**config.mk**
```make
export PLATFORM = sky130hd
export DESIGN_NAME = msfsm_ring_mealy_flat
export DESIGN_NICKNAME = d
export VERILOG_FILES = /design/src/rtl/msfsm_ring_mealy_pkg.sv /design/src/rtl/msfsm_ring_mealy_if.sv /design/src/rtl/msfsm_ring_mealy_tb_sync.sv /design/src/rtl/msfsm_ring_mealy.sv /design/src/flat_wrapper.sv
export SDC_FILE = /design/constraint.sdc
export NUM_CORES = 1
export LEC_CHECK = 0
export ABC_AREA = 1
export CORE_MARGIN = 4
export CORE_UTILIZATION = 59
export DETAILED_ROUTE_END_ITERATION = 6
export DONT_BUFFER_PORTS = 1
export HOLD_SLACK_MARGIN = 0.15
export PLACE_DENSITY_LB_ADDON = 0.1
export RECOVER_POWER = 25
export SETUP_SLACK_MARGIN = 0.15
export SYNTH_ARGS = -nofsm -noshare
export SYNTH_HDL_FRONTEND = slang
export SYNTH_SLANG_ARGS = --single-unit
```
**constraint.sdc**
```tcl
create_clock -name clk -period 1.6 [get_ports clk]
set_clock_uncertainty 0.1 [all_clocks]
set_input_delay 0.32 -clock clk [delete_from_list [all_inputs] [get_ports clk]]
set_output_delay 0.32 -clock clk [all_outputs]
set_load 0.1 [all_outputs]
```
**src/rtl/msfsm_ring_mealy_pkg.sv**
```systemverilog
// Shared types, constants and one-hot helpers for the MSFSM ring.
package msfsm_ring_mealy_pkg;

    localparam int MSFSM_MAX_STATES = 32;
    localparam int MSFSM_DEF_LAP_W  = 8;
    localparam int MSFSM_DEF_TB_W   = 3;

    typedef enum logic [0:0] {
        RING_HEALTHY = 1'b0,
        RING_FAULTED = 1'b1
    } ring_health_e;

    // Zero is not one-hot; callers zero-extend narrower markings.
    function automatic logic onehot_ok(input logic [MSFSM_MAX_STATES-1:0] v);
        return (v != 32'd0) && ((v & (v - 32'd1)) == 32'd0);
    endfunction

    function automatic logic [MSFSM_MAX_STATES-1:0] idx_to_onehot(input int unsigned idx);
        return 32'd1 << idx;
    endfunction

endpackage

```
**src/rtl/msfsm_ring_mealy_if.sv**
```systemverilog
// Event, barrier and status bundle between a ring and its environment.
interface msfsm_ring_mealy_if
    import msfsm_ring_mealy_pkg::*;
#(
    parameter int N_STATES = 5,
    parameter int TB_W     = MSFSM_DEF_TB_W,
    parameter int LAP_W    = MSFSM_DEF_LAP_W
);
    logic [N_STATES-1:0]      ev_in;
    logic [N_STATES*TB_W-1:0] tb_rdy;
    logic [N_STATES-1:0]      ev_out;
    logic [N_STATES-1:0]      place;
    logic [LAP_W-1:0]         lap_cnt;
    logic                     err_illegal;
    logic                     stall;

    modport master (
        output ev_in, tb_rdy,
        input  ev_out, place, lap_cnt, err_illegal, stall
    );

    modport slave (
        input  ev_in, tb_rdy,
        output ev_out, place, lap_cnt, err_illegal, stall
    );
endinterface

```
**src/rtl/msfsm_ring_mealy_tb_sync.sv**
```systemverilog
// Masked AND of one transition's barrier inputs; unused barriers read as ready.
module msfsm_tb_sync #(
    parameter int              TB_W = 3,
    parameter logic [TB_W-1:0] MASK = '1
) (
    input  logic [TB_W-1:0] i_rdy,
    output logic            o_ok
);
    assign o_ok = &(i_rdy | ~MASK);
endmodule

```
**src/rtl/msfsm_ring_mealy.sv**
```systemverilog
// One-hot Mealy ring of an MSFSM decomposition with lap counter and illegal-state recovery.
// Optional stall watchdog enabled by defining MSFSM_WATCHDOG_EN.
module msfsm_ring_mealy
    import msfsm_ring_mealy_pkg::*;
#(
    parameter int                       N_STATES   = 5,
    parameter int                       INIT_STATE = 0,
    parameter logic [N_STATES-1:0]      OUT_MASK   = 5'b00111,
    parameter int                       TB_W       = MSFSM_DEF_TB_W,
    parameter logic [N_STATES*TB_W-1:0] TB_MASK    = '1,
    parameter int                       LAP_W      = MSFSM_DEF_LAP_W,
    parameter int                       STALL_MAX  = 255
) (
    input  logic              clk,
    input  logic              reset,
    msfsm_ring_mealy_if.slave bus
);

    localparam logic [MSFSM_MAX_STATES-1:0] INIT_WIDE  = idx_to_onehot(INIT_STATE);
    localparam logic [N_STATES-1:0]         INIT_PLACE = INIT_WIDE[N_STATES-1:0];

    logic [N_STATES-1:0]         r_place;
    logic [LAP_W-1:0]            r_lap_cnt;
    ring_health_e                r_health;
    logic [N_STATES-1:0]         w_tb_ok;
    logic [N_STATES-1:0]         w_fire;
    logic [N_STATES-1:0]         w_next_place;
    logic [MSFSM_MAX_STATES-1:0] w_place_ext;
    logic                        w_legal;

    assign w_place_ext = {{(MSFSM_MAX_STATES-N_STATES){1'b0}}, r_place};
    assign w_legal     = onehot_ok(w_place_ext);

    for (genvar g = 0; g < N_STATES; g++) begin : g_sync
        msfsm_tb_sync #(
            .TB_W (TB_W),
            .MASK (TB_MASK[g*TB_W +: TB_W])
        ) u_sync (
            .i_rdy (bus.tb_rdy[g*TB_W +: TB_W]),
            .o_ok  (w_tb_ok[g])
        );
    end

    // A corrupted marking or an active reset must never emit an event.
    always_comb begin
        w_fire = '0;
        if (w_legal && !reset) begin
            w_fire = r_place & w_tb_ok & (OUT_MASK | bus.ev_in);
        end else begin
            w_fire = '0;
        end
    end

    // Fire moves the token one place round the ring.
    always_comb begin
        w_next_place = r_place;
        if (|w_fire) begin
            w_next_place = {r_place[N_STATES-2:0], r_place[N_STATES-1]};
        end else begin
            w_next_place = r_place;
        end
    end

    // Marking, lap count and ring health.
    always_ff @(posedge clk) begin
        if (reset) begin
            r_place   <= INIT_PLACE;
            r_lap_cnt <= '0;
            r_health  <= RING_HEALTHY;
        end else if (!w_legal) begin
            r_place   <= INIT_PLACE;
            r_health  <= RING_FAULTED;
        end else begin
            r_place <= w_next_place;
            if (w_fire[N_STATES-1]) begin
                r_lap_cnt <= r_lap_cnt + 1'b1;
            end
        end
    end

`ifdef MSFSM_WATCHDOG_EN
    localparam int                 STALL_W   = $clog2(STALL_MAX + 1);
    localparam logic [STALL_W-1:0] STALL_LIM = STALL_W'(STALL_MAX);

    logic [STALL_W-1:0] r_stall_cnt;

    // Saturating count of consecutive cycles without a firing.
    always_ff @(posedge clk) begin
        if (reset || (|w_fire)) begin
            r_stall_cnt <= '0;
        end else if (r_stall_cnt < STALL_LIM) begin
            r_stall_cnt <= r_stall_cnt + 1'b1;
        end else begin
            r_stall_cnt <= r_stall_cnt;
        end
    end

    assign bus.stall = (r_stall_cnt >= STALL_LIM);
`else
    assign bus.stall = 1'b0;
`endif

    assign bus.ev_out      = w_fire & OUT_MASK;
    assign bus.place       = r_place;
    assign bus.lap_cnt     = r_lap_cnt;
    assign bus.err_illegal = (r_health == RING_FAULTED);

endmodule

```
**src/flat_wrapper.sv**
```systemverilog
// flat-port wrapper written by rule: the top's interface ports become plain ports
module msfsm_ring_mealy_flat import msfsm_ring_mealy_pkg::*;
#(
    parameter int                       N_STATES   = 5,
    parameter int                       INIT_STATE = 0,
    parameter logic [N_STATES-1:0]      OUT_MASK   = 5'b00111,
    parameter int                       TB_W       = MSFSM_DEF_TB_W,
    parameter logic [N_STATES*TB_W-1:0] TB_MASK    = '1,
    parameter int                       LAP_W      = MSFSM_DEF_LAP_W,
    parameter int                       STALL_MAX  = 255
)
  (clk, reset, bus_ev_in, bus_tb_rdy, bus_ev_out, bus_place, bus_lap_cnt, bus_err_illegal, bus_stall);
  msfsm_ring_mealy_if #(.N_STATES(N_STATES), .TB_W(TB_W), .LAP_W(LAP_W)) bus_i ();
  input  logic clk;
  input  logic reset;
  input wire logic [$bits(bus_i.ev_in)-1:0] bus_ev_in;
  input wire logic [$bits(bus_i.tb_rdy)-1:0] bus_tb_rdy;
  output wire logic [$bits(bus_i.ev_out)-1:0] bus_ev_out;
  output wire logic [$bits(bus_i.place)-1:0] bus_place;
  output wire logic [$bits(bus_i.lap_cnt)-1:0] bus_lap_cnt;
  output wire logic [$bits(bus_i.err_illegal)-1:0] bus_err_illegal;
  output wire logic [$bits(bus_i.stall)-1:0] bus_stall;
  assign bus_i.ev_in = bus_ev_in;
  assign bus_i.tb_rdy = bus_tb_rdy;
  assign bus_ev_out = bus_i.ev_out;
  assign bus_place = bus_i.place;
  assign bus_lap_cnt = bus_i.lap_cnt;
  assign bus_err_illegal = bus_i.err_illegal;
  assign bus_stall = bus_i.stall;
  msfsm_ring_mealy #(.N_STATES(N_STATES), .INIT_STATE(INIT_STATE), .OUT_MASK(OUT_MASK), .TB_W(TB_W), .TB_MASK(TB_MASK), .LAP_W(LAP_W), .STALL_MAX(STALL_MAX)) u_core (.clk(clk), .reset(reset), .bus(bus_i));
endmodule
```
==> results of run 1 <==
[cells by family after synthesis]
| family | Yosys count | synth area share [%] |
|---|---|---|
| compound gates | 15 | 8.95 |
| fa+ha+maj | 1 | 1.49 |
| xor+xnor | 3 | 3.13 |
| buf+inv | 21 | 11.8 |
| other cells | 1 | 0.447 |
| simple gates | 71 | 40.7 |
| flops | 14 | 33.4 |
[per-stage QoR]
step | std cells | cell area, um2 | utilization, % | worst slack (ns) | TNS [ns]
3_5_place_dp | 161 | 1110 | 84.6 | -0.0872 | -0.444
3_3_place_gp | 161 | 1110 | 84.6 | -0.0537 | -0.182
2_1_floorplan | 128 | 925 | - | -0.395 | -1.14
==> qor.yml, run 1 <==
synth_area_per_cell_um2: 6.65
rows: 13
holdBufCountCts: 1
yosysUniqueCellTypes: 21
yosys.area.top_type: "dfxtp_1"
fp.dieW_um: 45.7
cts_root_buffer: "clkbuf_4"
start_util_pct: 63.6
ys_ff_latch: 14
status: "did not finish"
cts_buffers: 3
synthTopCellsByCount: "nand2_1 (32), inv_1 (16), nand3_1 (16)"
yosysMostFrequentCell: "nand2_1"
dp_hpwl_mm: 1.71
haltStage: "clock tree synthesis (4_1_cts)"
ys_seq_area_share_pct: 33.4
cts_buffer_depth: 2
first-error: "[ERROR DPL-0033] detailed placement checks failed during check placement."
cts_resized: 15
port_buffers: 0
die_h_um: 45.7
cts_sinks: 14
syn-cell-area_um2: 838
ys.flop_type: "dfxtp_1"
synth_edf_count: 0
synthCells: 126
synth_warnings: 0
gp_routability_congestion: 0.822
postCtsSetupBuffers: 7
netlist.area_leader.share_pct: 33.4
cts_htree_levels: 1
ioPinCount: 42
ys_top_cells_by_area: "dfxtp_1 (33%), nand2_1 (14%), nand3_1 (9.6%), inv_1 (7.2%), a21oi_1 (6.6%)"
synth-async-reset-ratio_pct: 0
==> run 2, diff against run 1 <==
CORE_AREA = 4 4 65 67   (was default)
CORE_MARGIN = default   (was 4)
CORE_UTILIZATION = default   (was 59)
DIE_AREA = 0 0 69 71   (was default)
HOLD_SLACK_MARGIN = default   (was 0.15)
PLACE_DENSITY_LB_ADDON = 0.15   (was 0.1)
SETUP_SLACK_MARGIN = default   (was 0.15)
==> qor.yml, run 2 <==
netlist.area_leader.share_pct: 33.4
placedCellCount: 201
cp.buffers_inverters: 2
rows: 22
fin_crit_sh_pct: 116
drive_gt1_share_pct: 39.8
cts_root_buffer: "clkbuf_8"
fin_hold_ws_ns: 0.0309
setup.worst_path.end_class: "output port"
coreArea_um2: 3630
drt_iter0_drc: 36
hold_violations: 0
mostFrequentLayoutCells: "nand2_1 (31), buf_4 (25), inv_1 (15), nand3_1 (15), a21oi_1 (11)"
synthTopCellsByCount: "nand2_1 (32), inv_1 (16), nand3_1 (16)"
firstDrtPassIters: 4
cts_tree: "done"
drc: 0
grt_usage_pct: 10.0
cp_slowest_cell: "dfxtp_4"
fmax_mhz: 538
cts_buffer_depth: 2
ioPinCount: 42
regArea_um2: 308
required_ns: 1.18
dp_hpwl_mm: 1.83
ys.flop_type: "dfxtp_1"
ys_top_cells_by_area: "dfxtp_1 (33%), nand2_1 (14%), nand3_1 (9.6%), inv_1 (7.2%), a21oi_1 (6.6%)"
die_area_um2: 4900
p_per_area_nw_per_um2: 845
antenna_found_initial: 0
vias: 926
path_clk_slew_ns: 0.06
synthCells: 126
grt-ovfl-total: 0
area_delta_synth_final_pct: 53.4
port_buffers: 0
status: "complete, but fails checks"
clk-insertion-delay-late_ns: 0.24
holdBufCountCts: 0
synth_edf_count: 0
cts_buffers: 3
diodes: 0
worstMarginPinSlew_ns: 0.557
synth-async-reset-ratio_pct: 0
fin_crit_ns: 1.86
cts_sinks: 14
drv_cap: 0
largest_reg_flops: 8
ys_seq_area_share_pct: 33.4
final_cells: 209
yosys.area.top_type: "dfxtp_1"
relSlewSlack_pct: 62.9
wl_per_cell_um: 11.3
ir_drop_mv: 0.330
die_h_um: 71
violations: "negative setup slack"
ys_ff_latch: 14
critical_path.max_fanout: 4
start_kind: "flop"
wirelength_mm: 2.36
start_util_pct: 23.1
post-route-util_pct: 35.4
synth_warnings: 0
worstPathCellList: "nor2_4 -> nand2_1 -> nand2_2 -> nand3_4 -> nor2_4 -> inv_4 -> nor2_4 -> buf_12"
leakage_nw: 0.577
crit_family: "simple AND/OR/NAND/NOR gates"
ant_nets: 0
slew_viol_final: 0
crit_type: "reg -> out"
n_fill_cell: 407
fin_ws_ns: -0.258
grt_max_degree: 13
via_per_inst: 4.43
gp_routability_congestion: 0.756
hp-class: "in -> reg"
syn-cell-area_um2: 838
setup_viol: 3
fp.dieW_um: 69
rsz0062_at_grt: "true"
fin_nets: 185
max_stage_delay_ns: 0.35
yosysMostFrequentCell: "nand2_1"
final_common_cell: "nand2_1"
cp.arrival_ns: 1.44
grt_pass1_wl_mm: 4.02
yosysUniqueCellTypes: 21
cts_htree_levels: 1
grt_pass1_vias: 927
critPathMostFrequentCell: "nor2_4"
synth_area_per_cell_um2: 6.65
multi_input_area_um2: 523
==> run 2: cell counts after synthesis <==
No cell type changed its count.
==> run 2: worst paths after layout <==
check | start | cells after the start | slack [ns] | end
setup / recovery | u_core.bus.place[0]$_SDFFE_PN1P_ | 8 | -0.26 | bus_ev_out[0]
hold / removal | reset | 1 | 0.03 | u_core.bus.lap_cnt[6]$_SDFFE_PP0P_
setup reg to reg | u_core.bus.place[1]$_SDFFE_PN0P_ | 7 | 0.08 | u_core.bus.place[2]$_SDFFE_PN0P_
hold reg to reg | u_core.bus.lap_cnt[6]$_SDFFE_PP0P_ | 2 | 0.39 | u_core.bus.lap_cnt[6]$_SDFFE_PP0P_
==> run 2: cells by family after synthesis <==
group	count (synthesis)	synth area share, %
compound gates	15	8.95
other cells	1	0.447
xor+xnor	3	3.13
buf+inv	21	11.8
fa+ha+maj	1	1.49
flops	14	33.4
simple gates	71	40.7
==> run 2: final cells by class <==
cell class | count | share of cell area, %
inverter | 16 | 4.86
multi-input combinational | 93 | 40.7
tap | 48 | 4.67
sequential | 14 | 23.9
clock buffer | 4 | 4.28
timing repair buffer | 34 | 21.6
==> run 2: layer usage <==
metal / share of wire [%] / vias to the layer above / global-route usage, %
met5: 0 / - / 0
met4: 0.89 / 0 / 5.21
met3: 5.5 / 2 / 3.13
met2: 52 / 23 / 16.5
met1: 42 / 425 / 11.7
li1: - / 476 / -
==> run 2: worst register-to-register path: cells and delay by family, from the launching register on <==
kind	cells	cell delay [ns]
simple gates	4	0.55
flops	1	0.35
buf+inv	2	0.27
compound gates	1	0.15
==> run 2: timing repair <==
action                     4_1_cts  5_1_grt
setup endpoints to repair        3       11
resized for setup                2        1
cloned                           0        0
buffers inserted                 4        0
pin swaps                        6        0
==> run 2: power by group <==
group,switching [mW],internal (mW)
Sequential,0.0119,0.361
Clock,0.132,0.218
Combinational,0.256,0.108
Total,0.400,0.686
==> run 2: stage by stage <==
step	area, um2	worst slack, ns	TNS [ns]	total power [mW]
after detailed placement	1200	-0.100	-0.245	0.722
after CTS	1290	-0.281	-0.833	1.10
after floorplan	913	-0.395	-1.14	0.646
final	1290	-0.258	-0.767	1.09
after global routing	1290	-0.387	-1.14	1.14
after global placement	1200	-0.0570	-0.130	0.719
No activity file was read; power rests on OpenSTA's default activity.
==> run 3, diff against run 2 <==
CTS_BUF_LIST = sky130_fd_sc_hd__clkbuf_8   (was default)
==> results of run 3 <==
Same layout as run 2: the final DEF is identical, and so are final timing and power.
